==> src/rtl/mips_pkg.sv <==
// Shared MIPS pipeline definitions: register-number width default and the
// ID-stage hazard controller FSM encoding.
package mips_pkg;

    localparam int RNBITS_DEF = 5;

    typedef enum logic [1:0] {
        ST_RUN    = 2'd0,
        ST_DRAIN  = 2'd1,
        ST_HALTED = 2'd2
    } hz_state_t;

endpackage

==> src/rtl/id_load_use_cmp.sv <==
// One load destination compared against the ID operands. A load into $zero
// never creates a dependency, so rt==0 can never produce a hit.
module id_load_use_cmp
    import mips_pkg::*;
#(
    parameter int RNBITS = RNBITS_DEF
) (
    input  logic              i_valid,
    input  logic [RNBITS-1:0] i_ld_rt,
    input  logic [RNBITS-1:0] i_id_rs,
    input  logic [RNBITS-1:0] i_id_rt,
    input  logic              i_uses_rt,
    output logic              o_hit
);

    logic w_rs_match;
    logic w_rt_match;

    assign w_rs_match = (i_ld_rt == i_id_rs);
    assign w_rt_match = i_uses_rt && (i_ld_rt == i_id_rt);
    assign o_hit      = i_valid && (i_ld_rt != '0) && (w_rs_match || w_rt_match);

endmodule

==> src/rtl/id_hazard_ctrl.sv <==
// ID-stage hazard controller: load-use bubbles, memory-busy freeze, branch
// flush gating, HALT drain sequencing and a saturating stall counter.
module id_hazard_ctrl
    import mips_pkg::*;
#(
    parameter int RNBITS  = RNBITS_DEF,
    parameter int NLD     = 2,
    parameter int DRAIN   = 4,
    parameter int CNTBITS = 16
) (
    input  logic                  i_clk,
    input  logic                  i_reset,
    input  logic [NLD-1:0]        i_ld_valid,
    input  logic [NLD*RNBITS-1:0] i_ld_rt,
    input  logic [RNBITS-1:0]     i_id_rs,
    input  logic [RNBITS-1:0]     i_id_rt,
    input  logic                  i_id_uses_rt,
    input  logic                  i_jalr,
    input  logic                  i_halt,
    input  logic                  i_flush,
    input  logic                  i_mem_busy,
    output logic                  o_mux_risk,
    output logic                  o_pc_write,
    output logic                  o_if_id_write,
    output logic                  o_latch_flush,
    output logic                  o_freeze,
    output logic                  o_halted,
    output logic [CNTBITS-1:0]    o_stall_cnt
);

    localparam int DCW = $clog2(DRAIN + 1);

    hz_state_t        r_state;
    hz_state_t        w_next_state;
    logic [DCW-1:0]   r_dcnt;
    logic [DCW-1:0]   w_next_dcnt;
    logic             r_halted;
    logic [CNTBITS-1:0] r_stall_cnt;
    logic [NLD-1:0]   w_hit;
    logic             w_lu;
    logic             w_halt_take;
    logic             w_stall_inc;

    genvar k;
    generate
        for (k = 0; k < NLD; k++) begin : g_cmp
            id_load_use_cmp #(
                .RNBITS(RNBITS)
            ) u_cmp (
                .i_valid  (i_ld_valid[k]),
                .i_ld_rt  (i_ld_rt[k*RNBITS +: RNBITS]),
                .i_id_rs  (i_id_rs),
                .i_id_rt  (i_id_rt),
                .i_uses_rt(i_id_uses_rt),
                .o_hit    (w_hit[k])
            );
        end
    endgenerate

    // Deeper load stages only matter for JR/JALR, which consume rs in ID.
    always_comb begin
        w_lu = w_hit[0];
        for (int i = 1; i < NLD; i++) begin
            w_lu = w_lu | (w_hit[i] & i_jalr);
        end
    end

    always_comb begin
        o_mux_risk    = 1'b0;
        o_pc_write    = 1'b1;
        o_if_id_write = 1'b1;
        o_latch_flush = 1'b0;
        o_freeze      = 1'b0;
        w_halt_take   = 1'b0;
        if (i_reset) begin
            o_mux_risk    = 1'b1;
            o_pc_write    = 1'b0;
            o_if_id_write = 1'b0;
            o_latch_flush = 1'b1;
        end else if (r_state == ST_HALTED) begin
            o_mux_risk    = 1'b1;
            o_pc_write    = 1'b0;
            o_if_id_write = 1'b0;
        end else if (i_mem_busy) begin
            o_pc_write    = 1'b0;
            o_if_id_write = 1'b0;
            o_freeze      = 1'b1;
        end else if (i_flush) begin
            o_latch_flush = 1'b1;
        end else if (r_state == ST_DRAIN) begin
            o_mux_risk = 1'b1;
            o_pc_write = 1'b0;
        end else if (w_lu) begin
            o_mux_risk    = 1'b1;
            o_pc_write    = 1'b0;
            o_if_id_write = 1'b0;
        end else if (i_halt) begin
            o_pc_write  = 1'b0;
            w_halt_take = 1'b1;
        end
    end

    // A busy memory holds the whole sequencer; nothing advances until it clears.
    always_comb begin
        w_next_state = r_state;
        w_next_dcnt  = r_dcnt;
        if (!i_mem_busy) begin
            case (r_state)
                ST_RUN: begin
                    if (w_halt_take) begin
                        w_next_state = ST_DRAIN;
                        w_next_dcnt  = DCW'(DRAIN - 1);
                    end
                end
                ST_DRAIN: begin
                    if (i_flush) begin
                        w_next_state = ST_RUN;
                        w_next_dcnt  = '0;
                    end else if (r_dcnt == '0) begin
                        w_next_state = ST_HALTED;
                    end else begin
                        w_next_dcnt = r_dcnt - DCW'(1);
                    end
                end
                default: begin
                    w_next_state = r_state;
                end
            endcase
        end
    end

    assign w_stall_inc = !o_pc_write && (r_state == ST_RUN || r_state == ST_DRAIN);

    always_ff @(posedge i_clk) begin
        if (i_reset) begin
            r_state     <= ST_RUN;
            r_dcnt      <= '0;
            r_halted    <= 1'b0;
            r_stall_cnt <= '0;
        end else begin
            r_state  <= w_next_state;
            r_dcnt   <= w_next_dcnt;
            r_halted <= (w_next_state == ST_HALTED);
            if (w_stall_inc && (r_stall_cnt != '1)) begin
                r_stall_cnt <= r_stall_cnt + 1'b1;
            end
        end
    end

    assign o_halted    = r_halted;
    assign o_stall_cnt = r_stall_cnt;

endmodule

==> config.mk <==
export PLATFORM = sky130hd
export DESIGN_NAME = id_hazard_ctrl
export DESIGN_NICKNAME = d
export VERILOG_FILES = /design/src/rtl/mips_pkg.sv /design/src/rtl/id_load_use_cmp.sv /design/src/rtl/id_hazard_ctrl.sv
export SDC_FILE = /design/constraint.sdc
export NUM_CORES = 1
export LEC_CHECK = 0
export ABC_AREA = 1
export CAP_MARGIN = 25
export CORE_ASPECT_RATIO = 0.7
export CORE_UTILIZATION = 35
export CTS_BUF_LIST = sky130_fd_sc_hd__clkbuf_8
export DETAILED_ROUTE_END_ITERATION = 12
export GPL_ROUTABILITY_DRIVEN = 0
export PLACE_DENSITY = 0.6
export SYNTH_ARGS = -nofsm -noshare
export SYNTH_HDL_FRONTEND = slang
export SYNTH_SLANG_ARGS = --single-unit
==> constraint.sdc <==
create_clock -name i_clk -period 3.83 [get_ports i_clk]
set_clock_uncertainty 0.05 [all_clocks]
set_input_delay 0.383 -clock i_clk [delete_from_list [all_inputs] [get_ports i_clk]]
set_output_delay 0.383 -clock i_clk [all_outputs]
set_load 0.005 [all_outputs]
== Word level (Yosys, flattened, before mapping) ==
Cells that the tools add are included.
Widths: inputs -> output; s select.

* $add $sub $neg: 2
* Equal/unequal tests: 10
* Muxes and demuxes: 42
* Bitwise gates (word level): 3
* Reductions and logical operators: 18

{| class="wikitable"
|+ Operator list
! kind !! count
|-
| $mux 1 || 33
|-
| $eq 5x5->1 || 4
|-
| $add 16x1->16 const B || 1
|-
| $ne 16x16->1 const B || 1
|-
| $reduce_bool 5->1 || 2
|-
| $mux 3 || 3
|-
| $logic_and 1x1->1 || 8
|-
| $mux 2 || 4
|-
| $pmux 3 s2 || 1
|-
| $eq 2x2->1 const B || 2
|-
| $pmux 2 s2 || 1
|-
| $reduce_and 4->1 || 1
|-
| $logic_not 3->1 || 1
|-
| $logic_or 1x1->1 || 3
|-
| $ne 3x3->1 const B || 1
|-
| $sub 3x1->3 const B || 1
|-
| $eq 2x1->1 const B || 1
|-
| $logic_not 2->1 || 1
|-
| $ne 2x2->1 const B || 1
|-
| $reduce_bool 2->1 || 1
|-
| $and 1x1->1 || 1
|-
| $logic_not 1->1 || 1
|-
| $not 1->1 || 1
|-
| $or 1x1->1 || 1
|}

* Flip-flop bits (word level): 22
* Input bits: 29
* Output and inout bits: 22
* Logic and storage cells: 79

== Depth between registers and ports, before layout ==
Gate-level depths: netlist (run 1).

* Depth in word-level cells: 16
* Gate-level depth with buffers: 14
* Depth with buffers taken out: 13

== Modules after synthesis ==
From an unflattened synthesis (run 1), not the netlist that was laid out.

* Cell total of the unflattened synthesis: 326
* Area, all modules: 1851.8 um^2

{| class="wikitable"
|+ By module, submodules not included
! module !! times used !! cells an instance !! area each (um^2) !! seq. area each (um^2)
|-
| id_hazard_ctrl || 1 || 222 || 1438.9 || 440.4
|-
| id_load_use_cmp || 2 || 52 || 206.4 || 0.0
|}

== Worst setup path after synthesis (run 1) ==
No wires, ideal clock.

* Kind: register to register
* Start: reg r_stall_cnt[0] (netlist: o_stall_cnt[0])
* End: reg r_stall_cnt[10] (netlist: o_stall_cnt[10])
* Library setup time: 0.136 ns
* Arrival: 1.561 ns
* Required time: 3.644 ns
* Setup slack: 2.083 ns
* Stages on the path, launching flop included: 10
* Path buffers: 1
* Clock period less this slack: 1.747 ns
* Cell sequence: dfxtp_1 -> ha_1 -> nand2_1 -> nor2_4 -> nand2_2 -> o41ai_2 -> inv_2 -> buf_2 -> nand3_1 -> a21oi_2

* Cells in the longest elaborated chain, start to end: 2
* Elaborated cells between the ends (all ways): 3
* Those cells by class: add/sub (1); eq/ne (1); reduce/logical (1)

{| class="wikitable"
|+ Ends and longest elaborated chain
! item !! line !! text
|-
| start, declared || id_hazard_ctrl.sv:38 || <nowiki>logic [CNTBITS-1:0] r_stall_cnt;</nowiki>
|-
| start signal, assigned || id_hazard_ctrl.sv:145 || <nowiki>r_stall_cnt <= r_stall_cnt + 1'b1;</nowiki>
|-
| parallel branches: the longest is 2 deep, another holds $add 16x1->16 || n/a ||
|}

Parallel ways; which one is timed is not known.
A chain may end at the register's enable or synchronous reset.

== Worst setup path after layout (run 1) ==
* Start: in i_ld_rt[0]
* End: out o_pc_write

* Cells in the longest elaborated chain, start to end: 11
* Elaborated cells between the ends (all ways): 14
* Those cells by class: eq/ne (2); mux (6); bitwise (1); reduce/logical (5)

{| class="wikitable"
|+ Ends and longest elaborated chain
! item !! line !! text
|-
| start, declared || id_hazard_ctrl.sv:14 || <nowiki>input logic [NLD*RNBITS-1:0] i_ld_rt,</nowiki>
|-
| $eq 5x5->1 || id_load_use_cmp.sv:20 || <nowiki>assign w_rt_match = i_uses_rt && (i_ld_rt == i_id_rt);</nowiki>
|-
| $logic_and 1x1->1 || id_load_use_cmp.sv:20 ||
|-
| $logic_or 1x1->1 || id_load_use_cmp.sv:21 || <nowiki>assign o_hit = i_valid && (i_ld_rt != '0) && (w_rs_match || w_rt_match);</nowiki>
|-
| $logic_and 1x1->1 (*) || id_load_use_cmp.sv:21 ||
|-
| $or 1x1->1 (*) || id_hazard_ctrl.sv:64 || <nowiki>w_lu = w_lu | (w_hit[i] & i_jalr);</nowiki>
|-
| $mux 1 (*) || id_hazard_ctrl.sv:93 || <nowiki>end else if (w_lu) begin</nowiki>
|-
| $mux 1 (*) || id_hazard_ctrl.sv:90 || <nowiki>end else if (r_state == ST_DRAIN) begin</nowiki>
|-
| $mux 1 (*) || id_hazard_ctrl.sv:88 || <nowiki>end else if (i_flush) begin</nowiki>
|-
| $mux 1 (*) || id_hazard_ctrl.sv:84 || <nowiki>end else if (i_mem_busy) begin</nowiki>
|-
| $mux 1 (*) || id_hazard_ctrl.sv:80 || <nowiki>end else if (r_state == ST_HALTED) begin</nowiki>
|-
| $mux 1 (*) || id_hazard_ctrl.sv:75 || <nowiki>if (i_reset) begin</nowiki>
|-
| end, declared || id_hazard_ctrl.sv:23 || <nowiki>output logic o_pc_write,</nowiki>
|}

Mark *: on every way between the ends. The rest lies on a longest branch, timed or not.

==> results of run 1 <==
[metal layers]
metal	up-vias	track usage, %	wire [um]
met3	2	3.673	196
met1	825	25.91	2354
met5	-	0	0
li1	988	-	-
met4	0	2.857	22
met2	36	26.29	1779
[tightest hold or removal path, cell delays in order (launching register included)]
cell,delay [ns]
dfxtp_1,0.32
nand2_1,0.06
a21oi_1,0.05
[layout by cell type, fill, tap and decap left out]
master	n
nor4_2	1
nor4_1	1
xnor2_1	8
nor2_1	29
clkbuf_8	4
nand2_4	1
buf_4	1
dfxtp_1	22
nand3_1	28
nor2_4	1
nand2_1	80
inv_1	42
nor3_2	1
nand3_2	1
a21oi_1	10
o21ai_1	3
a21oi_2	9
nor3_1	3
o21ai_0	10
nand2_2	2
clkdlybuf4s50_1	50
nand4_1	5
xor2_1	10
a311oi_1	1
o41ai_2	1
inv_2	1
ha_1	3
o31ai_1	1
[per-stage QoR]
step | setup WS, ns | power, uW | util [%] | area, um2 | instances
5_1_grt | 0.7625 | 558.1 | 51.63 | 2338 | 395
6_report | 0.9753 | 526.1 | 51.63 | 2338 | 395
3_5_place_dp | 0.9861 | 366.6 | 50.41 | 2283 | 391
4_1_cts | 0.9783 | 533.5 | 51.63 | 2338 | 395
3_3_place_gp | 1.002 | 366.6 | 50.41 | 2283 | 391
2_1_floorplan | 2.083 | 304.0 | - | 1722 | 279
[cells by family after synthesis]
family          Yosys count  synth area share [%]
buf+inv                  48                 11.05
flops                    22                 25.58
xor+xnor                 18                 9.157
fa+ha+maj                 3                 2.180
simple gates            153                 38.88
compound gates           35                 13.15
[registers in the layout, summed over array words and instances (netlist names)]
signal and flops:
o_halted 1, o_stall_cnt 16, r_dcnt 3, r_state 2
[final timing paths]
| kind | cells after the start | to | slack [ns] |
|---|---|---|---|
| setup / recovery | 13 | o_pc_write | 0.98 |
| hold / removal | 2 | r_dcnt[0] | 0.43 |
| setup reg to reg | 9 | o_stall_cnt[12] | 1.79 |
| hold reg to reg | 2 | r_dcnt[0] | 0.43 |
[cell type report]
type	instances	area (um2)	area share, %
multi-input combinational	209	1091	46.66
timing repair buffer	51	508.0	21.72
sequential	22	440.4	18.83
inverter	43	161.4	6.902
tap	66	82.58	3.531
clock buffer	4	55.05	2.354
[power groups by stage]
stage | logic (uW) | clock network (uW) | registers [uW]
after floorplan | 60.7 | 0 | 243
after global placement | 122 | 0 | 244
after detailed placement | 122 | 0 | 244
after CTS | 123 | 172 | 239
after global routing | 138 | 180 | 240
final | 123 | 165 | 239
==> results.yml, run 1 <==
place:
  dp_hpwl_mm: 3.443
  io_buffer_count: 50
critical_path:
  critPathMostFrequentCell: "nand2_1"
  timing.rr.start: "o_stall_cnt[0]"
  worstSetupStartpoint: "i_ld_rt[0]"
  cp-end-kind: "primary output"
  cpPeakStageDelay_ns: 0.51
  cp-start-kind: "input port"
  crit_chain: "clkdlybuf4s50_1, inv_1, nand2_1, nand2_1, nor2_1, nand3_1, nand2_1, nand2_1, nand4_1, nand2_1, nand2_2, inv_1, clkdlybuf4s50_1"
  crit_arrival_ns: 2.42
  critPathTopFamily: "buffers and inverters"
  critical_path_class: "input port to primary output"
  cp.required_ns: 3.40
  worst_path_max_delay_cell: "clkdlybuf4s50_1"
  worst-path-buf-inv: 4
  crit_fanout: 18
synth:
  ys_top_cells_by_area: "dfxtp_1, nand2_1, inv_1"
  ys_warn_count: 0
  async_flop_share_pct: 0
  synth_edf_count: 0
  yosysUniqueCellTypes: 29
  post-synth-top-count-cell: "nand2_1"
  synth_area_mm2: 0.001722
  syn_inst: 279
  yosysSeqAreaShare_pct: 25.58
  yosys-top-cells-count: "nand2_1, inv_1, nor2_1"
  synth_fp_nets: 311
  synth-seq-cells: 22
  ys.flop_type: "dfxtp_1"
  synth_top_cell_by_area: "dfxtp_1"
  synth_top_area_share_pct: 25.58
  syn_avg_cell_area_um2: 6.171
detailed_routing:
  vias: 1851
  via_per_inst: 4.686
  dr.first_iter.drc_count: 113
  antenna_left: 0
  drt-pass1-iter-count: 4
  wirelength_mm: 4.353
  post_drt_wl_per_cell_um: 11.02
  drc_errors: 0
timing:
  tightest_slew_ns: 0.3649
  slew_viol_final: 0
  fmax_mhz: 350.3
  fin_tns_setup_ns: 0
  fin_crit_sh_pct: 74.54
  rsz0062_at_grt: "false"
  final-setup-viol-count: 0
  post-route-min-period_ns: 2.855
  slew_headroom_pct: 75.59
  timing.hold.ws_ns: 0.4292
  timing.final.hold_violations: 0
die:
  die_x_um: 85.83
  die_h_um: 60.68
  rows: 20
  design.core.area_mm2: 0.004529
  initial_core_util_pct: 38.01
  dieArea_mm2: 0.005208
  io_pins: 51
cts:
  cts_setup_buffers: 0
  clkTransAtPathRegs_ns: 0.07
  clockBufferDepth: 2
  clkLatencyLatePin_ns: 0.26
  cts_inserted_buffers: 3
  clock_sinks: 22
  ctsResizeCount: 0
  hold_buffers: 0
  cts-root-buf: "clkbuf_8"
  cts_tree: "yes"
  htreeDepth: 1
status:
  status: "finished clean"
pwr:
  p_per_area_mw_per_mm2: 225.0
  p_int_uw: 385.8
  clockPowerShare_pct: 31.3
  p_leak_uw: 0.0009967
  power_frac_seq_pct: 45.4
  switching_share_pct: 26.68
  pwr-share-comb_pct: 23.3
  ir_worst_vdd_mv: 0.1249
  switchingPower_uw: 140.3
layout:
  num_antenna_cells: 0
  n_fill_cell: 462
  nets: 362
  layout-drive-gt1-share_pct: 6.991
  syn_to_final_growth_pct: 35.83
global_routing:
  grt_pass1_wl_mm: 7.120
  grt_use_total_pct: 17.39
  antenna_found_initial: 0
  first_global_vias: 1590
  grt_max_degree: 24
  grt-ovfl-total: 0
worst_hold_path:
  min_path_type: "flop to flop"
  hold_start: "r_dcnt[0]"
run:
  maxCapViolCount: 0
Power figures use the tool's default switching activity.
==> run 2: changes to the inputs <==
--- a/config.mk
+++ b/config.mk
@@ -12,7 +12,7 @@
 export CTS_BUF_LIST = sky130_fd_sc_hd__clkbuf_8
 export DETAILED_ROUTE_END_ITERATION = 12
 export GPL_ROUTABILITY_DRIVEN = 0
-export PLACE_DENSITY = 0.6
+export PLACE_DENSITY = 0.63
 export SYNTH_ARGS = -nofsm -noshare
 export SYNTH_HDL_FRONTEND = slang
 export SYNTH_SLANG_ARGS = --single-unit
==> constraint.sdc (replaced) <==
create_clock -name i_clk -period 2.5 [get_ports i_clk]
set_clock_uncertainty 0.05 [all_clocks]
set_input_delay 0.25 -clock i_clk [delete_from_list [all_inputs] [get_ports i_clk]]
set_output_delay 0.25 -clock i_clk [all_outputs]
set_load 0.005 [all_outputs]
==> run 2 against run 1 <==
Utilization is 0.86 points higher. Sequential power is 53% higher. Design area is 1.7% higher. Register-to-register slack worse by 1.3 ns. Largest power group unchanged. Critical path type unchanged. Clock power is 100% higher.
==> results.yml, run 2 (synthesis results as in run 1) <==
timing:
  final-setup-viol-count: 0
  fmax_mhz: 430.7
  rsz0062_at_grt: "false"
  slew_headroom_pct: 78.68
  timing.final.ws_setup_ns: 0.1783
  fin_crit_sh_pct: 92.87
  fin_tns_setup_ns: 0
  slew_viol_final: 0
  post-route-min-period_ns: 2.322
  timing.final.hold_violations: 0
  timing.hold.ws_ns: 0.4337
  tightest_slew_ns: 0.3194
critical_path:
  cp.required_ns: 2.20
  crit_arrival_ns: 2.02
  worst_path_max_delay_cell: "clkdlybuf4s50_1"
  crit_fanout: 4
  worstSetupStartpoint: "i_ld_rt[6]"
  cp-end-kind: "primary output"
  cp-start-kind: "input port"
  crit_chain: "clkdlybuf4s50_1, xor2_1, nor2_1, nand3_1, nand2_1, nand2_1, nand4_1, nand2_1, nand2_2, inv_1, clkdlybuf4s50_1"
  timing.rr.start: "o_stall_cnt[0]"
  cpPeakStageDelay_ns: 0.53
  critPathMostFrequentCell: "nand2_1"
  critical_path_class: "input port to primary output"
layout:
  largest_register_ff_count: 16
  syn_to_final_growth_pct: 38.08
  register_area_um2: 440.4
  multi_input_area_mm2: 0.001094
  n_fill_cell: 459
  layout-drive-gt1-share_pct: 7.576
  fin_cells: 396
  final_common_cell: "nand2_1"
  nets: 363
  num_antenna_cells: 0
  layout_common_cells: "nand2_1, clkdlybuf4s50_1, inv_1, nor2_1, nand3_1"
detailed_routing:
  antenna_left: 0
  dr.first_iter.drc_count: 88
  wirelength_mm: 4.371
  drt-pass1-iter-count: 4
  vias: 1826
  post_drt_wl_per_cell_um: 11.04
  via_per_inst: 4.611
  highest_layer: "met4"
  drc_errors: 0
  met1Wirelength_mm: 2.365
  wl_met2_mm: 1.849
  wl_met3_um: 141
cts:
  cts_tree: "yes"
  htreeDepth: 1
  cts_inserted_buffers: 3
  clkTransAtPathRegs_ns: 0.08
  clockBufferDepth: 2
  hold_buffers: 0
  cts_setup_buffers: 0
  clkLatencyLatePin_ns: 0.27
  cts-root-buf: "clkbuf_8"
  clock_sinks: 22
pwr:
  p_leak_uw: 0.001058
  pwr-share-comb_pct: 21.1
  switchingPower_uw: 226.9
  ir_worst_vdd_mv: 0.2250
  p_per_area_mw_per_mm2: 375.3
  clockPowerShare_pct: 37.8
  switching_share_pct: 25.42
  p_int_uw: 665.4
  power_frac_seq_pct: 41.0
global_routing:
  grt-ovfl-total: 0
  grt_pass1_wl_mm: 7.251
  antenna_found_initial: 0
  first_global_vias: 1614
  grt_max_degree: 23
  grt_use_total_pct: 17.81
place:
  dp.cells: 392
  io_buffer_count: 50
  pre_cts_ws_ns: 0.02403
  dp_hpwl_mm: 3.463
die:
  die_h_um: 60.68
  die_x_um: 85.83
  design.core.area_mm2: 0.004529
  rows: 20
  dieArea_mm2: 0.005208
  initial_core_util_pct: 38.01
  io_pins: 51
worst_hold_path:
  min_path_type: "flop to flop"
  hold_start: "r_dcnt[0]"
status:
  status: "finished clean"
run:
  maxCapViolCount: 0
==> run 2: cell count changes in the layout (fill, tap and decap cells not counted) <==
cell / previous run / this run
clkdlybuf4s50_1: 50 / 45
dlymetal6s2s_1: 0 / 5
o21ai_0: 10 / 8
o21ai_1: 3 / 5
buf_4: 1 / 2
bufinv_16: 0 / 1
clkbuf_8: 4 / 3
nor2_1: 29 / 28
nor2_2: 0 / 1
==> run 2: final cells by class <==
cell class,count,share of cell area [%]
multi-input cells,209,46.00
repair buffers,52,22.21
flip-flops and latches,22,18.53
inverters,43,6.789
well taps,66,3.474
clock buffers,3,1.737
clock inverters,1,1.263
==> run 2: worst paths after layout <==
path | to | slack (ns) | cells after the start
setup / recovery | o_pc_write | 0.18 | 11
hold / removal | r_dcnt[0] | 0.43 | 2
setup reg to reg | o_stall_cnt[8] | 0.45 | 9
hold reg to reg | r_dcnt[0] | 0.43 | 2
==> run 2: per-layer routing <==
layer,global-route usage (%),up-vias
li1,-,984
met1,25.29,811
met2,28.57,26
met3,4.082,5
met4,2.381,0
met5,0,-
==> run 2: power groups by stage <==
| stage | combinational, uW | sequential (uW) | clock [uW] |
|---|---|---|---|
| final | 189 | 366 | 338 |
| after floorplan | 93.0 | 373 | 0 |
| after global placement | 189 | 374 | 0 |
| after global routing | 211 | 367 | 361 |
| after CTS | 190 | 366 | 344 |
| after detailed placement | 189 | 374 | 0 |
==> run 2: timing repair <==
item	in CTS	in global routing
gates resized for setup	0	8
endpoints found under the setup margin	0	3
hold endpoints to repair	0	0
==> run 2: worst max-delay path, delay by kind of cell <==
family	cells	cell delay, ns
buffers and inverters	3	1.09
xor gates and xnor gates	1	0.18
and+or+nand+nor	7	0.51
==> run 2: per-stage QoR <==
stage	util, %	cell area [um2]	total power (uW)
2_1_floorplan	-	1722	465.8
3_3_place_gp	50.58	2291	563.4
3_5_place_dp	50.58	2291	563.1
4_1_cts	52.15	2362	899.2
5_1_grt	52.49	2377	939.1
6_report	52.49	2377	892.3
==> run 3: changes to the inputs <==
--- a/config.mk
+++ b/config.mk
@@ -11,7 +11,6 @@
 export CORE_UTILIZATION = 35
 export CTS_BUF_LIST = sky130_fd_sc_hd__clkbuf_8
 export DETAILED_ROUTE_END_ITERATION = 12
-export GPL_ROUTABILITY_DRIVEN = 0
 export PLACE_DENSITY = 0.63
 export SYNTH_ARGS = -nofsm -noshare
 export SYNTH_HDL_FRONTEND = slang
==> results of run 3 <==
No change in the layout: final DEF, timing and power equal those of run 2.
